===== src/rtl/line_clear_ctrl.sv =====
// Row-clear sequencer: repeatedly feeds a board to an external single-row eliminator until no full row remains.
// Optional macro LINE_CLEAR_SCORE_EN enables the score increment output; otherwise score_add is tied to zero.
module line_clear_ctrl (
    input  logic           clk,
    input  logic           rst,
    input  logic           start,
    input  logic [0:199]   board_in,
    output logic [0:199]   elim_static,
    input  logic           elim_eliminated,
    input  logic [0:199]   elim_new_static,
    output logic [0:199]   board_out,
    output logic           busy,
    output logic           done,
    output logic [4:0]     rows_cleared,
    output logic [10:0]    score_add,
    output logic [15:0]    lines_total
);

    typedef enum logic [1:0] {
        IDLE = 2'd0,
        SCAN = 2'd1,
        DONE = 2'd2
    } state_t;

    // The board has 20 rows; the guard allows 21 SCAN cycles (iteration index 0..20).
    localparam logic [4:0] MAX_ROWS   = 5'd20;
    localparam logic [4:0] GUARD_LAST = 5'd20;

    state_t        state;
    state_t        state_nxt;

    logic [0:199]  board_reg;
    logic [4:0]    row_cnt;
    logic [4:0]    iter_cnt;

    logic          load_start;
    logic          load_elim;
    logic          finish;

    logic [0:199]  board_final;
    logic [4:0]    row_cnt_inc;
    logic [4:0]    rows_final;
    logic [16:0]   lines_sum;
    logic [15:0]   lines_sat;

    // ------------------------------------------------------------------
    // FSM state register
    // ------------------------------------------------------------------
    // NOTE: sequential state uses non-blocking assignments so every register samples pre-edge values.
    always_ff @(posedge clk) begin
        if (rst) begin
            state <= IDLE;
        end else begin
            state <= state_nxt;
        end
    end

    // ------------------------------------------------------------------
    // Next-state and control decode
    // ------------------------------------------------------------------
    // NOTE: every output of this block gets a default first, so no path can infer a latch.
    always_comb begin
        state_nxt  = state;
        load_start = 1'b0;
        load_elim  = 1'b0;
        finish     = 1'b0;
        busy       = 1'b0;
        done       = 1'b0;

        unique case (state)
            IDLE: begin
                if (start) begin
                    load_start = 1'b1;
                    state_nxt  = SCAN;
                end
            end
            SCAN: begin
                busy      = 1'b1;
                load_elim = elim_eliminated;
                // Leave when nothing more was removed, or when the iteration guard expires.
                if (!elim_eliminated || (iter_cnt == GUARD_LAST)) begin
                    finish    = 1'b1;
                    state_nxt = DONE;
                end
            end
            DONE: begin
                busy      = 1'b1;
                done      = 1'b1;
                state_nxt = IDLE;
            end
            default: begin
                state_nxt = IDLE;
            end
        endcase
    end

    // ------------------------------------------------------------------
    // Datapath values for this SCAN cycle
    // ------------------------------------------------------------------
    always_comb begin
        row_cnt_inc = (row_cnt == MAX_ROWS) ? row_cnt : (row_cnt + 5'd1);
        rows_final  = load_elim ? row_cnt_inc : row_cnt;
        board_final = load_elim ? elim_new_static : board_reg;
        lines_sum   = {1'b0, lines_total} + {12'd0, rows_final};
        lines_sat   = lines_sum[16] ? 16'hFFFF : lines_sum[15:0];
    end

    assign elim_static = board_reg;

    // ------------------------------------------------------------------
    // Working board, counters and result registers
    // ------------------------------------------------------------------
    // NOTE: the wide board register is reset too, since elim_static must read zero while in reset.
    always_ff @(posedge clk) begin
        if (rst) begin
            board_reg    <= '0;
            row_cnt      <= '0;
            iter_cnt     <= '0;
            board_out    <= '0;
            rows_cleared <= '0;
            lines_total  <= '0;
        end else begin
            if (load_start) begin
                board_reg <= board_in;
                row_cnt   <= '0;
                iter_cnt  <= '0;
            end else if (state == SCAN) begin
                board_reg <= board_final;
                row_cnt   <= rows_final;
                if (iter_cnt != GUARD_LAST) begin
                    iter_cnt <= iter_cnt + 5'd1;
                end
            end

            // Results are captured on the edge entering DONE so they are valid with the done pulse.
            if (finish) begin
                board_out    <= board_final;
                rows_cleared <= rows_final;
                lines_total  <= lines_sat;
            end
        end
    end

`ifdef LINE_CLEAR_SCORE_EN
    logic [10:0] score_reg;

    function automatic logic [10:0] score_for(input logic [4:0] rows);
        logic [10:0] pts;
        case (rows)
            5'd0:    pts = 11'd0;
            5'd1:    pts = 11'd40;
            5'd2:    pts = 11'd100;
            5'd3:    pts = 11'd300;
            default: pts = 11'd1200;
        endcase
        return pts;
    endfunction

    always_ff @(posedge clk) begin
        if (rst) begin
            score_reg <= '0;
        end else if (finish) begin
            score_reg <= score_for(rows_final);
        end
    end

    assign score_add = score_reg;
`else
    assign score_add = '0;
`endif

endmodule


===== config.mk =====
export PLATFORM = sky130hd
export DESIGN_NAME = line_clear_ctrl
export DESIGN_NICKNAME = d
export VERILOG_FILES = /design/src/rtl/line_clear_ctrl.sv
export SDC_FILE = /design/constraint.sdc
export NUM_CORES = 1
export LEC_CHECK = 0
export CAP_MARGIN = 20
export CORE_AREA = 2 2 329 331
export DETAILED_ROUTE_END_ITERATION = 6
export DIE_AREA = 0 0 331 333
export GPL_ROUTABILITY_DRIVEN = 1
export PLACE_DENSITY = 0.43
export SLEW_MARGIN = 20
export SYNTH_ARGS = -nofsm -noshare
export SYNTH_HDL_FRONTEND = slang
export SYNTH_SLANG_ARGS = --single-unit

===== constraint.sdc =====
create_clock -name clk -period 5.26 [get_ports clk]
set_input_delay 1.052 -clock clk [delete_from_list [all_inputs] [get_ports clk]]
set_output_delay 1.052 -clock clk [all_outputs]
set_load 0.05 [all_outputs]

---- Yosys cells after proc, flatten, opt, wreduce, memory -nomap -nowiden ----
Cells that the tools add are included.
storage, ports and cells
  output and inout port bits .............. 434
  logic and storage cells ................. 41
  register bits ........................... 433
  input bits .............................. 404
cells by class
  muxes and demuxes ....................... 16
  $add $sub $neg .......................... 3
  reduce and logical (&&, ||, !) cells .... 8
  equality and inequality tests ........... 7
operators with widths
  cell                                                              count
  200-bit 2-to-1 mux                                                3
  16-bit by 5-bit adder with 17-bit output                          1
  16-bit 2-to-1 mux                                                 1
  5-bit by 1-bit adder with 5-bit output (second input constant)    2
  5-bit == test (second input constant)                             2
  5-bit 2-to-1 mux                                                  2
  1-bit 2-to-1 mux                                                  7
  5-bit != test (second input constant)                             1
  2-bit 2-to-1 mux                                                  2
  2-bit != test (second input constant)                             2
  2-bit one-hot mux with 2 select lines                             1
  2-bit AND reduction                                               2
  2-bit OR reduction                                                2
  2-bit by 1-bit == test with 1-bit output (second input constant)  1
  2-bit == test (second input constant)                             1
  2-bit zero test                                                   1
  2-bit nonzero test                                                1
  1-bit zero test                                                   1
  1-bit logical OR                                                  1

---- Depth between registers and ports, before layout ----
  depth after elaboration ................. 5
  depth in mapped cells ................... 16
  gate-level depth less buffers ........... 14

---- Worst setup path after synthesis ----
Ideal clock, no wire load.
  path kind ............................... input to register
  start point ............................. input elim_eliminated
  end point ............................... register lines_total[15]
  setup time .............................. 0.086 ns
  setup slack ............................. 1.876 ns
  stages .................................. 11
  buffers on the path ..................... 2
  arrival time ............................ 3.299 ns
  data required time ...................... 5.174 ns
  cell sequence ........................... and2_1 > buf_2 > buf_2 > mux2i_1 > inv_1 > ha_1 > a21o_1 > nand4_1 > a2111oi_2 > a31oi_1 > a211oi_1
between the ends
  longest elaborated chain between the ends .. 4
  elaborated cells between the ends (all ways) .. 8
  those cells by class .................... 1 x add/sub; 5 x mux; 2 x reduce/logical
RTL lines
  item                                      RTL line  source
  from (decl)                               9         input logic elim_eliminated,
  1-bit 2-to-1 mux                          70        unique case (state)
  5-bit 2-to-1 mux                          102       rows_final = load_elim ? row_cnt_inc : row_cnt;
  net rows_final[1]                         42        logic [4:0] rows_final;
  16-bit by 5-bit adder with 17-bit output  104       lines_sum = {1'b0, lines_total} + {12'd0, rows_final};
  16-bit 2-to-1 mux                         105       lines_sat = lines_sum[16] ? 16'hFFFF : lines_sum[15:0];
  to (signal assigned)                      139       lines_total <= lines_sat;
  to (decl)                                 16        output logic [15:0] lines_total
The timed path passes the listed nets, and every way through them passes these cells.
A chain may end at the register's enable or synchronous reset.

---- Final worst setup path ----
Ends and elaborated chain as after synthesis.

==> run summary <==
outcome -> finished, final reports clean
GPL Wtd Cong -> 0.818
Final Max Slew Viols -> 0
Post-CTS Resized -> 0
first-pass GRT wire length -> 112000 µm
total clock sinks -> 433
wirelength, routed -> 78200 µm
Synth Area in Compound Gates -> 20.1%
Yosys Warn Count -> 0
CTS tree -> yes
commonest cells in the synthesized netlist -> dfxtp_1 (433), nor2_1 (425), a211oi_1 (406), mux2i_1 (203), clkbuf_1 (113)
antenna violations before repair -> 7
Adder-Cell Fraction of Synth Area -> 1.14%
DRC viols -> 0
Max-slew headroom -> 36.5%
Post-layout nets -> 2949
setup TNS -> 0 ns
synthesized area per cell -> 9.61 µm²
Tot GR Track Use -> 13.6%
die width -> 331 µm
worst-margin pin slew -> 0.952 ns
die area -> 110000 µm²
drt pass-1 iters -> 4
setup violators final -> 0
Critical Path AT -> 4.47 ns
area grow syn2layout -> 69.1%
Worst setup SP type -> input pin
most common cell in the synthesized netlist -> dfxtp_1
setup repair bufs after CTS -> 0
Final period util -> 74.7%
fraction of layout cells with a size suffix above 1 -> 5.17%
IO Count -> 838
grt ovf -> 0
HP Class -> flop to flop
Hold Buf Count CTS -> 0
area fraction of the dominant cell type after synthesis -> 50.8%
CTS clk-pin slew, worst paths -> 0.06 ns
Leakage -> 9.79 nW
Final ANT Viol Nets -> 0
#FFs+latches synth -> 433
vias in the first global route -> 16000
pre-CTS WS -> 0.789 ns
mux contribution to synthesized area -> 11.9%
WP data required -> 5.80 ns
Cell Area, Synth -> 17000 µm²
min Tclk post-route -> 3.93 ns
routed vias/inst -> 3.97
RSZ-0062 raised after global routing -> false
Crit Path Max Fanout -> 9
Primary FF master, synth -> dfxtp_1
Pwr Density -> 502 nW/µm²
XOR/XNOR share of the synthesized area -> 0.565%
number of CTS-inserted buffers -> 56
worst vdd ir -> 255 µV
Setup Skew -> 0.0168 ns
kind of critical path -> input pin to flop
root buf cell -> clkbuf_16
Die Ht -> 333 µm
final number of hold-violating endpoints -> 0
CTS max path bufs -> 3
endpoint type of the worst setup path -> flop
Initial Utilization -> 16.0%
Post-synth EDFFs -> 0
FFs w/ async S/R, synth -> 0%
register area share after synthesis -> 50.8%
core footprint -> 107000 µm²
fmax -> 0.254 GHz
via count -> 15800
leading area contributor after synthesis -> dfxtp_1
hpwl dp -> 58800 µm
Site Rows -> 120
Iter 0 DRT Violations -> 543
largest family of logic cells by synthesized area -> compound AO/OA/AOI/OAI gates
Wirelength per Cell -> 19.7 µm
synth unique cells -> 48
H-tree depth -> 2
setup slack after layout -> 1.33 ns
Post-Synthesis Cells -> 1774
largest cells by area after synthesis -> dfxtp_1 (51%), a211oi_1 (18%), mux2i_1 (12%)
Clock Latency Late Sink -> 0.63 ns
Max Cap Violations -> 0
input/output buffers -> 826
pin count of the biggest net entering global routing -> 115
simple-gate portion of the synthesized area -> 10.6%
-- stage by stage --
stage | cells | utilization (%) | instance area, µm² | hold slack (ns) | power (W)
3_5_place_dp | 3875 | 25.2 | 26800 | 0.471 | 0.0104
6_report | 3979 | 27.0 | 28800 | 0.467 | 0.0145
2_1_floorplan | 1784 | - | 17100 | 0.487 | 0.00807
3_3_place_gp | 3875 | 25.2 | 26800 | 0.454 | 0.0104
4_1_cts | 3974 | 27.0 | 28800 | 0.478 | 0.0147
5_1_grt | 3978 | 27.0 | 28800 | 0.505 | 0.0152
-- cells in the final DEF (no fill, tap or decap), types with 3 or more instances in the layout --
cell type | Yosys | routed
xor2_1 | 7 | 7
inv_1 | 16 | 16
xnor2_1 | 4 | 4
bufinv_16 | 0 | 9
clkdlybuf4s50_1 | 0 | 825
nand4_1 | 5 | 5
mux2i_1 | 203 | 203
clkbuf_16 | 0 | 57
nor2b_1 | 3 | 3
ha_1 | 14 | 14
conb_1 | 1 | 11
dfxtp_1 | 433 | 433
a311oi_1 | 4 | 4
a21oi_1 | 17 | 17
a211oi_1 | 406 | 406
o21ai_0 | 6 | 6
nor2_1 | 425 | 425
o21ai_1 | 3 | 3
diode_2 | 0 | 5
nor3_1 | 4 | 4
a31oi_1 | 4 | 4
clkbuf_1 | 113 | 11
buf_12 | 0 | 14
clkbuf_8 | 0 | 16
nand2_1 | 9 | 8
buf_4 | 11 | 22
clkinv_2 | 0 | 5
o211ai_1 | 3 | 3
-- per-layer routing --
| metal | track usage (%) | wire length (µm) | share of wire [%] | vias to the layer above |
|---|---|---|---|---|
| met2 | 23.3 | 38300 | 49 | 443 |
| met3 | 3.99 | 6100 | 7.8 | 105 |
| met5 | 0 | 14 | 0.018 | - |
| met1 | 16.1 | 31600 | 40 | 7325 |
| met4 | 4.72 | 2180 | 2.8 | 2 |
| li1 | - | - | - | 7915 |
-- kinds of logic (layout without fill, tap and decap cells) --
| group | count (synthesis) | after routing |
|---|---|---|
| buffers and inverters | 190 | 977 |
| flip-flops | 433 | 433 |
| adder cells (fa/ha/maj) | 15 | 15 |
| multiplexers | 203 | 203 |
| XOR/XNOR | 11 | 11 |
| other | 1 | 16 |
| AND/OR/NAND/NOR | 461 | 461 |
| AO/OA/AOI/OAI | 460 | 460 |
-- final timing paths --
kind	slack, ns	end	startpoint	cells after the start
hold / removal	0.47	rows_cleared[2]	rows_cleared[2]	2
hold reg to reg	0.47	rows_cleared[2]	rows_cleared[2]	2
setup reg to reg	1.78	lines_total[15]	state[1]	11
setup / recovery	1.33	lines_total[15]	elim_eliminated	10
-- final cells by class --
class                      count  area [µm²]
fill                       11400       77800
timing repair buffer         862        8720
sequential                   433        8670
multi-input combinational   1161        7630
tap                         1403        1760
clock buffer                  84        1690
clock inverter                15         304
inverter                      16        60.1
antenna                        5        12.5
-- where the power goes --
group | total [W] | internal (W) | switching (W) | leakage, nW
clock | 0.00421 | 0.00263 | 0.00157 | 0.982
combinational | 0.00600 | 0.00203 | 0.00397 | 5.25
sequential | 0.00426 | 0.00391 | 0.000348 | 3.56
total | 0.0145 | 0.00858 | 0.00589 | 9.79
-- critical path: stages --
cell	delay, ns
clkdlybuf4s50_1	0.85
and2_4	0.35
mux2i_1	0.42
inv_1	0.09
ha_1	0.28
a21o_1	0.14
nand4_1	0.29
a2111oi_2	0.61
a31oi_1	0.15
a211oi_1	0.21
-- registers in the layout, summed over array words and instances (netlist names) --
signal and flops:
iter_cnt 5, state 2, rows_cleared 5, board_out 200, elim_static 200, lines_total 16, row_cnt 5
No activity file was read; power rests on OpenSTA's default activity.
